**config.mk**
```make
export PLATFORM = sky130hd
export DESIGN_NAME = button_debouncer
export DESIGN_NICKNAME = d
export VERILOG_FILES = /design/src/rtl/button_debouncer.sv
export SDC_FILE = /design/constraint.sdc
export NUM_CORES = 1
export LEC_CHECK = 0
export ABC_AREA = 1
export BUFFER_PORTS_ARGS = -buffer_cell sky130_fd_sc_hd__clkbuf_2
export CAP_MARGIN = 20
export CORE_MARGIN = 1
export CORE_UTILIZATION = 64
export DETAILED_ROUTE_END_ITERATION = 8
export HOLD_SLACK_MARGIN = 0.1
export PLACE_DENSITY = 0.84
export SLEW_MARGIN = 25
export SYNTH_ARGS = -nofsm -noshare
export SYNTH_HDL_FRONTEND = slang
export SYNTH_SLANG_ARGS = --single-unit
export TNS_END_PERCENT = 20
```
**constraint.sdc**
```tcl
create_clock -name clock -period 4.6 [get_ports clock]
set_clock_uncertainty 0.15 [all_clocks]
set_input_delay 0.46 -clock clock [delete_from_list [all_inputs] [get_ports clock]]
set_output_delay 0.46 -clock clock [all_outputs]
set_load 0.01 [all_outputs]
```
**src/rtl/button_debouncer.sv**
```systemverilog
// Purpose : conditions a raw, bouncing pushbutton into a clean synchronous level,
//           one-cycle rise/fall pulses and a wrapping count of qualified presses.
// Latency : an input change before edge k that then holds shows on button_out at edge k+1+STABLE_CYCLES.
// Backpressure: none; outputs are free-running levels/pulses consumed directly as D or enable inputs.
//
// Ports:
//   clock        system clock, all state updates on the rising edge
//   reset        asynchronous, active-high; clears every register
//   button_in    raw asynchronous button level (never used past the synchronizer)
//   button_out   debounced level
//   rise_pulse   one-cycle pulse on the edge button_out goes 0->1
//   fall_pulse   one-cycle pulse on the edge button_out goes 1->0
//   press_count  number of rise events, modulo 2^PRESS_WIDTH
module button_debouncer #(
    parameter int STABLE_CYCLES = 1000000,
    parameter int CNT_WIDTH     = 20,
    parameter int PRESS_WIDTH   = 8
) (
    input  logic                   clock,
    input  logic                   reset,
    input  logic                   button_in,
    output logic                   button_out,
    output logic                   rise_pulse,
    output logic                   fall_pulse,
    output logic [PRESS_WIDTH-1:0] press_count
);

    // Terminal count: the sample that completes qualification is the
    // STABLE_CYCLES-th one, seen while the counter holds STABLE_CYCLES-1.
    // Stopping there means the counter can never wrap.
    localparam logic [CNT_WIDTH-1:0]   CNT_LAST  = CNT_WIDTH'(STABLE_CYCLES - 1);
    localparam logic [CNT_WIDTH-1:0]   CNT_ONE   = CNT_WIDTH'(1);
    localparam logic [PRESS_WIDTH-1:0] PRESS_ONE = PRESS_WIDTH'(1);

    logic                 sync0;
    logic                 sync1;
    logic [CNT_WIDTH-1:0] stable_cnt;

    always_ff @(posedge clock or posedge reset) begin
        if (reset) begin
            sync0       <= 1'b0;
            sync1       <= 1'b0;
            stable_cnt  <= '0;
            button_out  <= 1'b0;
            rise_pulse  <= 1'b0;
            fall_pulse  <= 1'b0;
            press_count <= '0;
        end else begin
            // Two-flop synchronizer; only sync1 is allowed into the logic below.
            sync0 <= button_in;
            sync1 <= sync0;

            // Pulses default low so each one lasts exactly one cycle.
            rise_pulse <= 1'b0;
            fall_pulse <= 1'b0;

            if (sync1 == button_out) begin
                // Any return to the current level discards partial progress,
                // so counts never accumulate across bounces.
                stable_cnt <= '0;
            end else if (stable_cnt == CNT_LAST) begin
                button_out <= sync1;
                stable_cnt <= '0;
                // sync1 differs from button_out here, so exactly one of the
                // two pulses fires and they can never coincide.
                rise_pulse <= sync1;
                fall_pulse <= ~sync1;
                if (sync1) begin
                    press_count <= press_count + PRESS_ONE;
                end
            end else begin
                stable_cnt <= stable_cnt + CNT_ONE;
            end
        end
    end

endmodule
```
# [Word-level counts from Yosys, hierarchy flattened]
# Cells that the tools add are included.
[classes] order_cmp=0 addsub=2 n_bitwise=2 mux=6 eq_ne=2 n_mul=0 div_mod_pow=0 reduce_logical=2 shifts=0
[op_table] op="$mux 20" n=2
[op_table] op="$add 20x1->20 const B" n=1
[op_table] op="$eq 20x20->1 const B" n=1
[op_table] op="$add 8x1->8 const B" n=1
[op_table] op="$mux 1" n=4
[op_table] op="$reduce_and 3->1" n=1
[op_table] op="$not 1->1" n=2
[op_table] op="$reduce_and 2->1" n=1
[op_table] op="$eq 1x1->1" n=1
[totals] mem_bits_ro=0 memories=0 ram_bits=0 output_inout_bits=11 latch_bits=0 reg_bits=33 word_cells=21

# [Depth between registers and ports, before layout]
[logic_depth] depth_word=3 depth_mapped=9 depth_no_buf=9

# [Worst setup path after synthesis]
# OpenSTA, ideal clock, no wires.
[synth_timing] kind="register to register" start="register stable_cnt[0]" end="register press_count[6]" required_ns=4.333 setup_ns=0.117 slack_ns=3.124 path_stages_with_launch=9 arrival_time_ns=1.209 cell_sequence="dfrtp_1 ha_1 nand3_4 nor2_4 inv_2 nor2_4 nand3_1 nand2_1 nand2_1"
[synth_between] elab_chain_cells=2
[synth_rtl] element="start, declared" line_no="37" rtl="logic [CNT_WIDTH-1:0] stable_cnt;"
[synth_rtl] element="start signal, assigned" line_no="72" rtl="stable_cnt <= stable_cnt + CNT_ONE;"
[synth_rtl] element="$eq 20x20->1" line_no="61" rtl="end else if (stable_cnt == CNT_LAST) begin"
[synth_rtl] element="$reduce_and 3->1 (no line)"
[synth_rtl] element="end signal, assigned" line_no="69" rtl="press_count <= press_count + PRESS_ONE;"
[synth_rtl] element="end, declared" line_no="25" rtl="output logic [PRESS_WIDTH-1:0] press_count"
# Every way passes these cells.
# A chain may end at the register's enable or synchronous reset.

# [Final worst setup path]
[layout_timing] start="register button_out" end="register button_out"
[layout_between] elab_chain_cells=3
[layout_rtl] element="start, declared" line_no="22" rtl="output logic button_out,"
[layout_rtl] element="start signal, assigned" line_no="62" rtl="button_out <= sync1;"
[layout_rtl] element="$eq 1x1->1" line_no="57" rtl="if (sync1 == button_out) begin"
[layout_rtl] element="$not 1->1 (no line)"
[layout_rtl] element="$reduce_and 2->1 (no line)"
# Every way passes these cells.

==> summary by stage <==
Cells and area
The filler cell count in the final layout is a little over 200. From synthesis to final layout, the design area changed by 9.79%. The repair_antennas step left the layout with diodes totalling 0. The sequential standard cell area is about 830 sq um.

The net count of the finished layout is 260. The fraction of layout instances using a drive strength above 1 is 0.169. The number of cells in the finished layout apart from fillers is 285.

The combined area of the multi-input logic cells is 932 sq um.

Global route
Global routing finished with a remaining overflow of 0. The number of antenna violations at the first check in global routing is 0. The via count of the first global-routing pass is 1361. The largest net degree at the start of global routing is 34. The first global-routing pass estimated slightly above 6000 um of wire. Across every metal layer, demand over resource in global routing totals 0.257.

Floorplan
The core box area is between 2000 and 3000 sq um. The starting density of the core is 0.677. The overall die width is approximately 56 um. The standard-cell row count is 19. The die boundary height is about 56 um. The die covers 3140 sq um. The number of top-level pins is 14.

Worst setup path
The startpoint type of the worst setup path is a register. The critical path capture point type is a register. The critical path's most frequent cell is inv_1.

Counting cells, the worst reg-to-reg path comes to 6. The terminus of the critical flop-to-flop path is button_out. Following the worst setup path forward leads to its endpoint at button_out. Setup slack on the worst reg-to-reg path comes out at 2870 ps. The critical path required time is between 4000 and 5000 ps. The dominant delay contributor by cell family on the critical path is adder cells. The setup path with the least slack is of type reg2reg.

The slowest stage cell on the critical path is ha_1. The signal on the critical path passes through inv_1 > ha_1 > inv_1 > nand4_1 > nand2_1 > o21ai_0. At the worst endpoint, the arrival time is 1810 ps.

The launching point of the worst reg2reg path is button_out. The critical path depth in cells is 6. The number of buffers and inverters on the critical path is 2. In this run the worst setup path begins at button_out. The largest stage delay on the critical path is about 440 ps. In this run the worst path has a maximum fanout of 12.

Synth
The main combinational cell family by area after synthesis is simple AND/OR/NAND/NOR gates. The main flop type after synthesis is dfrtp_1. The average size of a mapped cell is just over 8 sq um.

Synthesis handed over a netlist of about 230 instances. Yosys instantiated no cell more often than nand2_1. The count of cell types in the netlist is 26.

Yosys printed 0 warnings. The sequential share of the synthesized area is 0.442. By area the synthesized netlist is led by dfrtp_1 44%, nand2_1 9.0%, nor2_1 8.8%.

The compound-cell area share of the yosys netlist is 0.0308. Yosys mapped a number of flops with a built-in enable equal to 0. The area of the mapped netlist is between 1500 and 2000 sq um.

The parity-gate share of the synthesized area counting xor and xnor cells is 0.0563. The portion of synthesized area spent on multiplexers is 0. The net count after synthesis is 238. The simple-gate share of the synthesized area is 0.392. The synthesis-stage register bit count is 33. The cell type with the largest total area after synthesis is dfrtp_1. The proportion of synthesized flip-flops having asynchronous set or reset is 1.00.

Counting instances in the post-synthesis netlist gives the leading cell types as 45 x nand2_1, 44 x nor2_1, 33 x dfrtp_1. Of the post-synthesis cell area, the dominant cell type holds 0.442. The synthesized-area fraction occupied by adder cells is 0.0201.

Clocking
The buffers inserted during post-CTS setup optimization is 0. The number of sinks driven by the clock tree is 33. The H-tree generated during clock tree synthesis spans 2 levels. The number of buffers on the longest clock path is 2. The later pin in the worst-skew pair is clocked with a latency of about 340 ps.

The clock slew at the register clock pins of the worst setup and hold paths is 100 ps. In this run the clock root is driven by a clkbuf_4. After clock tree synthesis, the flow added hold-fix buffers numbering 2. The clock tree from TritonCTS is built. The number of CTS-inserted buffers is 5. After clock tree synthesis, the repair step resized 0 gates.

Drt
The DRC marker count from the first detailed-route iteration is 72. Across all layers, the routed design uses between 1000 and 1500 vias. The number of vias per cell after detailed routing is 5.22.

The final wirelength is 3580 um. The length of the first detailed-routing pass in iterations is 4. Dividing the detail-routed wire length by the instance count gives 12.6 um. After detailed routing, the number of remaining DRC violations is 0. The number of nets with antenna violations after detailed routing is 0.

Timing
The final count of negative-setup-slack endpoints is 0. The pin slew with the least headroom to its limit is 413 ps. Setup total negative slack on the finished layout was measured at 0 ps. The achievable frequency is ~580 MHz. Dividing the final minimum period by the clock period gives 0.376.

The hold violation total from the final report was 0. The final count of pins violating max slew is 0. Setup repair after global routing left no endpoint under its margin. Headroom to the max-slew limit came out at 0.725. Counting I/O delays and the setup requirement, the final critical path takes roughly 1700 ps.

Min path
The path type of the worst min-delay path is reg2reg.

Pwr
The static leakage is 0.887 nW. VDD sags by at most approximately 0.33 mV. In this run the power density over the cells is between 200 and 250 nW/um^2.

Placed design
During placement, the flow inserted port buffers numbering 13. The detailed-placement wirelength estimate is 2610 um. Once placement completed, the tool counted placed cells totaling between 200 and 300. Routability-driven placement finished with a final weighted congestion of 0.923.

Run
Max-cap violations in this run came to 0.

Status
The flow ran to the end, and the final reports show no timing, DRC or antenna violations.
layer usage:
| metal | vias up | track usage | wire length, um |
|---|---|---|---|
| li1 | 783 | - | - |
| met1 | 671 | 0.344 | 1730 |
| met2 | 28 | 0.406 | 1660 |
| met3 | 7 | 0.0512 | 120 |
| met4 | 0 | 0.111 | 70 |
| met5 | - | 0 | 0 |
cell type report:
class,instances,share of cell area
Tap cell,31,0.0189
Multi-Input combinational cell,170,0.455
Timing Repair Buffer,16,0.0452
Sequential cell,33,0.403
Clock buffer,7,0.0269
Inverter,28,0.0513
worst min-delay path by stage:
stage,to,start,cells after the start
after floorplan,sync1,sync0,0
final,sync1,sync0,0
after CTS,sync1,sync0,0
after global placement,sync1,sync0,0
after detailed placement,sync1,sync0,0
after global routing,sync1,sync0,0
state kept, by name, indices dropped and copies added, names as in the netlist:
register,cells
rise_pulse,1
sync1,1
button_out,1
fall_pulse,1
press_count,8
sync0,1
stable_cnt,20
report_power, final:
group	internal, mW	total, mW	switching, mW	leakage [nW]
Clock	0.0721	0.167	0.0950	0.0314
Combinational	0.00609	0.0201	0.0141	0.401
Sequential	0.293	0.295	0.00221	0.454
Total	0.371	0.482	0.111	0.887
stage by stage:
step            util  hold slack (ps)  instance area, sq um  setup WS [ps]  total power [mW]
4_1_cts        0.743              216                  2050           2890             0.487
2_1_floorplan      -              181                  1870           3120             0.314
3_3_place_gp   0.716              189                  1970           2960             0.319
6_report       0.743              215                  2050           2870             0.482
5_1_grt        0.743              224                  2050           2730             0.502
3_5_place_dp   0.716              196                  1970           2900             0.320
logic make-up (layout without fill, tap and decap cells):
logic type,Yosys count,in the layout
AND/OR/NAND/NOR,144,144
flip-flops,33,33
XOR/XNOR,12,12
AO/OA/AOI/OAI,11,11
buffers and inverters,29,51
adder cells (fa/ha/maj),3,3
placed cells by master (no fill, tap or decap):
cell	netlist	layout
nor2_4	5	5
xor2_1	5	5
clkbuf_2	0	13
inv_2	1	1
nor3_1	6	6
o21ai_0	3	3
nor2_1	44	44
nand2_1	45	45
nor3_4	1	1
or2_1	1	1
o21ai_1	6	6
xnor2_1	7	7
nand4_1	6	6
clkbuf_4	0	5
dlygate4sd3_1	0	2
inv_1	27	27
nand4_4	1	1
nand2_2	7	7
nor2_2	4	4
clkbuf_8	0	1
buf_4	0	1
and2_1	1	1
dfrtp_1	33	33
o21bai_1	1	1
clkbuf_1	1	1
ha_1	3	3
nand3b_1	2	2
nand3_4	2	2
a21oi_1	1	1
nand3_2	2	2
nand3_1	17	17
Power figures use the tool's default switching activity.
